--- src/rtl/apb_master_bridge.sv ---
// rtl/apb_master_bridge.sv - command/response to APB master bridge with wait-state timeout
// One APB transfer per accepted command; the response is held until consumed.

module apb_master_bridge #(
    parameter int ADDR_W  = 8,
    parameter int DATA_W  = 8,
    parameter int TIMEOUT = 16
) (
    input  logic              pclk,
    input  logic              prst,
    input  logic              cmd_valid,
    output logic              cmd_ready,
    input  logic              cmd_write,
    input  logic [ADDR_W-1:0] cmd_addr,
    input  logic [DATA_W-1:0] cmd_wdata,
    output logic              rsp_valid,
    input  logic              rsp_ready,
    output logic [DATA_W-1:0] rsp_rdata,
    output logic              rsp_err,
    output logic              psel,
    output logic              pen,
    output logic              pwrite,
    output logic [ADDR_W-1:0] paddr,
    output logic [DATA_W-1:0] pwdata,
    input  logic              pready,
    input  logic [DATA_W-1:0] prdata
);

    localparam int CNT_W = $clog2(TIMEOUT + 1);

    typedef enum logic [1:0] {
        IDLE   = 2'd0,
        SETUP  = 2'd1,
        ACCESS = 2'd2,
        RESP   = 2'd3
    } state_t;

    state_t           state;
    state_t           state_nxt;
    logic [CNT_W-1:0] wait_cnt;
    logic             timed_out;

    // The wait cycle that would bring the counter to TIMEOUT aborts; pready high wins.
    assign timed_out = !pready && (wait_cnt == CNT_W'(TIMEOUT - 1));

    always_comb begin
        state_nxt = state;
        case (state)
            IDLE:    if (cmd_valid) state_nxt = SETUP;
            SETUP:   state_nxt = ACCESS;
            ACCESS:  if (pready || timed_out) state_nxt = RESP;
            RESP:    if (rsp_ready) state_nxt = IDLE;
            default: state_nxt = IDLE;
        endcase
    end

    // cmd_ready is masked by prst so nothing is offered while reset is held.
    assign cmd_ready = (state == IDLE) && !prst;
    assign psel      = (state == SETUP) || (state == ACCESS);
    assign pen       = (state == ACCESS);
    assign rsp_valid = (state == RESP);

    always_ff @(posedge pclk) begin
        if (prst) begin
            state     <= IDLE;
            pwrite    <= 1'b0;
            paddr     <= '0;
            pwdata    <= '0;
            rsp_rdata <= '0;
            rsp_err   <= 1'b0;
            wait_cnt  <= '0;
        end else begin
            state <= state_nxt;
            case (state)
                IDLE: begin
                    if (cmd_valid) begin
                        pwrite <= cmd_write;
                        paddr  <= cmd_addr;
                        pwdata <= cmd_wdata;
                    end
                end
                SETUP: wait_cnt <= '0;
                ACCESS: begin
                    if (pready) begin
                        rsp_rdata <= pwrite ? '0 : prdata;
                        rsp_err   <= 1'b0;
                    end else begin
                        wait_cnt <= wait_cnt + CNT_W'(1);
                        if (timed_out) begin
                            rsp_rdata <= '0;
                            rsp_err   <= 1'b1;
                        end
                    end
                end
                default: ;
            endcase
        end
    end

endmodule

--- config.mk ---
export PLATFORM = sky130hd
export DESIGN_NAME = apb_master_bridge
export DESIGN_NICKNAME = d
export VERILOG_FILES = /design/src/rtl/apb_master_bridge.sv
export SDC_FILE = /design/constraint.sdc
export NUM_CORES = 1
export LEC_CHECK = 0
export ABC_AREA = 1
export CAP_MARGIN = 25
export CORE_MARGIN = 2
export CORE_UTILIZATION = 41
export DETAILED_ROUTE_END_ITERATION = 8
export PLACE_DENSITY = 0.78
export SLEW_MARGIN = 20
export SYNTH_ARGS = -nofsm -noshare
export SYNTH_HDL_FRONTEND = slang
export SYNTH_SLANG_ARGS = --single-unit
--- constraint.sdc ---
create_clock -name pclk -period 1.8 [get_ports pclk]
set_input_delay 0.27 -clock pclk [delete_from_list [all_inputs] [get_ports pclk]]
set_output_delay 0.27 -clock pclk [all_outputs]
set_load 0.05 [all_outputs]
==> results_dict.tcl <==
set metrics [dict create \
    status "finished, final reports clean" \
    first_global_vias 1157 \
    r2r_setup_slk_ns 0.20 \
    multiInputGateArea_um2 636 \
    critical-path-slowest-cell "sky130_fd_sc_hd__clkdlybuf4s50_1" \
    power_report.internal_total_uw 1560 \
    route.detailed.wl_per_inst_um 11.2 \
    clock_latency_ns 0.33 \
    cellPowerDensity_mw_per_mm2 1370 \
    synth_largest_area_cell "sky130_fd_sc_hd__dfxtp_1" \
    grt_use_total_pct 18.5 \
    fp.dieW_um 61.9 \
    worstSetupStartpointType "register" \
    clock_tree.root_cell "sky130_fd_sc_hd__clkbuf_4" \
    synth_top_flop_cell "sky130_fd_sc_hd__dfxtp_1" \
    slew-limit-headroom_pct 60.2 \
    yosys-mux-area-fraction_pct 0 \
    worst_slew_pin_slew_ns 0.596 \
    synth-adder-area-share_pct 6.36 \
    timing.max_cap.violations 0 \
    nNetsFinal 277 \
    area.growth.synth_to_final_pct 53.5 \
    required_arrival_time_at_the_worst_endpoint_ns 1.53 \
    final-setup-viol-count 0 \
    detail_route.wirelength_mm 3.20 \
    detailedPlacementHpwl_mm 2.30 \
    critical_path_cell_by_cell "clkdlybuf4s50_1" \
    count_of_mapped_cells_out_of_synthesis 178 \
    most_crowded_layer_gr "met2" \
    ctsHoldBuffers 0 \
    globalRoute.totalOverflow 0 \
    route.antenna.remaining_nets 0 \
    power.switching_fraction_pct 45.9 \
    min_period_over_period_pct 97.0 \
    ys_types 18 \
    met2_capacity_usage_during_global_routing_pct 26.3 \
    grt_start_max_net_pins 24 \
    report.final.slew_viol_count 0 \
    cp_num_buf_inv 1 \
    use_met3_pct 7.66 \
    synthDominantCellAreaShare_pct 48.0 \
    finalHoldViolCount 0 \
    routabilityCongestion 0.778 \
    synthesis.yosys.warnings 0 \
    detail_route.drc_violations 0 \
    worstPathArrival_ns 1.48 \
    most_used_standard_cells_in_the_synthesized_netlist "sky130_fd_sc_hd__nor2_1, sky130_fd_sc_hd__dfxtp_1, sky130_fd_sc_hd__o21ai_0, sky130_fd_sc_hd__nand2_1" \
    area.sequential_um2 661 \
    fin_worst_hold_slack_ns 0.479 \
    number_of_register_bits_inferred_by_synthesis 33 \
    finalCriticalPeriod_ns 1.75 \
    yosys-top-cells-area "sky130_fd_sc_hd__dfxtp_1, sky130_fd_sc_hd__nor2_1, sky130_fd_sc_hd__o21ai_0" \
    async_flop_share_pct 0 \
    die_y_um 61.9 \
    wire_length_of_the_first_global_routing_pass_mm 5.14 \
    worst-path-max-fanout 2 \
    num_vias 1353 \
    layoutNonFillerInstCount 285 \
    synth-compound-area-share_pct 15.5 \
    post_synthesis_net_count 215 \
    pwr-share-seq_pct 33.9 \
    cts.path.max_buffers 2 \
    synth.avg_cell_area_um2 7.73 \
    setup.worst_path.end_class "output port" \
    vias_per_cell 4.75 \
    cts_made_buffers 5 \
    fin_setup_tns_ns 0 \
    tritoncts "built" \
    power.leakage_uw 0.00109 \
    critPathMaxStageDelay_ns 0.80 \
    worst_setup_hold_path_clk_slew_ns 0.10 \
    portBuffers 59 \
    num_io_pins 60 \
    cts.htree.levels 2 \
    yosys.area_share.xor_xnor_pct 0 \
    dp_cells 279 \
    netlist_area_mm2 0.00138 \
    holdCritPathClass "register to register" \
    grt_setup_unrepaired "false" \
    fillCellCount 296 \
    yosysSeqAreaShare_pct 48.0 \
    num_rows 21 \
    drt_pass1_iterations 4 \
    clock.fmax_mhz 573 \
    n_antenna_cell 0 \
    synth.most_common_cell "sky130_fd_sc_hd__nor2_1" \
    ratio_of_cells_with_drive_above_1_in_the_final_layout_pct 8.37 \
    drt-initial-drc-count 102 \
    synth_top_family_by_area "simple AND/OR/NAND/NOR gates" \
    fp.coreArea_mm2 0.00328 \
    number_of_flops_mapped_to_enable_cells_by_yosys 0 \
    max-vdd-ir-drop_mv 0.799 \
    clock-sinks 33 \
    clock-skew-final_ns 0.0132 \
    power.switching_uw 1320 \
    path_class "register to output port" \
    critical_path.top_delay_family "buffers and inverters" \
    m1_gr_usage_pct 25.2 \
    power.share.clock_pct 12.7 \
    floorplan.initialDensity_pct 41.9 \
    antenna_violations_before_repair 0 \
    power.combinational.fraction_pct 53.4 \
    die_area_mm2 0.00384 \
    yosys.area_share.simple_pct 24.2 \
]
[cell type report]
class	count	share of cell area, %
Tap cell	46	2.73
Multi-Input combinational cell	126	30.1
Clock inverter	1	0.237
Timing Repair Buffer	60	31.4
Sequential cell	33	31.3
Clock buffer	5	1.78
Inverter	14	2.49
[through the flow]
step	area (µm²)	setup WS [ns]	total power, µW	utilization (%)
2_1_floorplan	1380	0.188	2000	-
5_1_grt	2110	0.00000433	3070	64.3
4_1_cts	2070	0.0124	2920	63.0
3_3_place_gp	2030	0.251	2540	61.7
3_5_place_dp	2030	0.218	2550	61.7
6_report	2110	0.0538	2880	64.3
[cells by family after synthesis]
group,count (synthesis)
compound gates,42
fa+ha+maj,7
flops,33
simple gates,77
buf+inv,19
[routing by layer]
metal  wire length, µm  vias up
met5                 0        -
met4                35        0
met3               264        4
met2              1450       51
met1              1450      598
li1                  -      700
[path summary, 6_finish.rpt]
path	startpoint	endpoint	depth (start not counted)
worst min-delay path	rsp_rdata[1]$_SDFFE_PP0P_	rsp_rdata[1]$_SDFFE_PP0P_	2
worst max register to register	state[0]$_SDFFE_PP0P_	wait_cnt[4]$_SDFFE_PP0P_	7
worst max-delay path	rsp_rdata[5]$_SDFFE_PP0P_	rsp_rdata[5]	1
worst min register to register	rsp_rdata[1]$_SDFFE_PP0P_	rsp_rdata[1]$_SDFFE_PP0P_	2
[sequential cells by signal (all words and copies together), names as in the netlist]
register / count
paddr: 8
pwrite: 1
pwdata: 8
state: 2
rsp_rdata: 8
wait_cnt: 5
rsp_err: 1
[placed cells by master, fill, tap and decap left out]
cell and instances:
sky130_fd_sc_hd__clkinv_2 1, sky130_fd_sc_hd__inv_2 2, sky130_fd_sc_hd__or2_2 1, sky130_fd_sc_hd__ha_1 7
sky130_fd_sc_hd__dfxtp_1 33, sky130_fd_sc_hd__inv_1 12, sky130_fd_sc_hd__clkdlybuf4s50_1 38, sky130_fd_sc_hd__nor2_2 1
sky130_fd_sc_hd__nor2_4 3, sky130_fd_sc_hd__nand2_1 14, sky130_fd_sc_hd__o21ai_1 1, sky130_fd_sc_hd__o21ai_0 28
sky130_fd_sc_hd__nand4_1 1, sky130_fd_sc_hd__clkbuf_4 5, sky130_fd_sc_hd__buf_4 3, sky130_fd_sc_hd__nand3_1 11
sky130_fd_sc_hd__o21a_1 1, sky130_fd_sc_hd__a21oi_1 12, sky130_fd_sc_hd__nand2_2 1, sky130_fd_sc_hd__dlymetal6s2s_1 16
sky130_fd_sc_hd__buf_12 3, sky130_fd_sc_hd__nor2_1 45
[power groups by stage]
stage / Clock (µW) / Sequential (µW) / Combinational (µW)
3_3_place_gp: 0 / 993 / 1540
6_report: 365 / 979 / 1540
5_1_grt: 414 / 999 / 1660
3_5_place_dp: 0 / 997 / 1550
2_1_floorplan: 0 / 1420 / 576
4_1_cts: 379 / 983 / 1560
[what timing repair did]
action                     4_1_cts  5_1_grt
gates resized for setup          0       17
setup endpoints to repair        0       17
buffers inserted                 0        0
(Power assumes the default switching activity.)
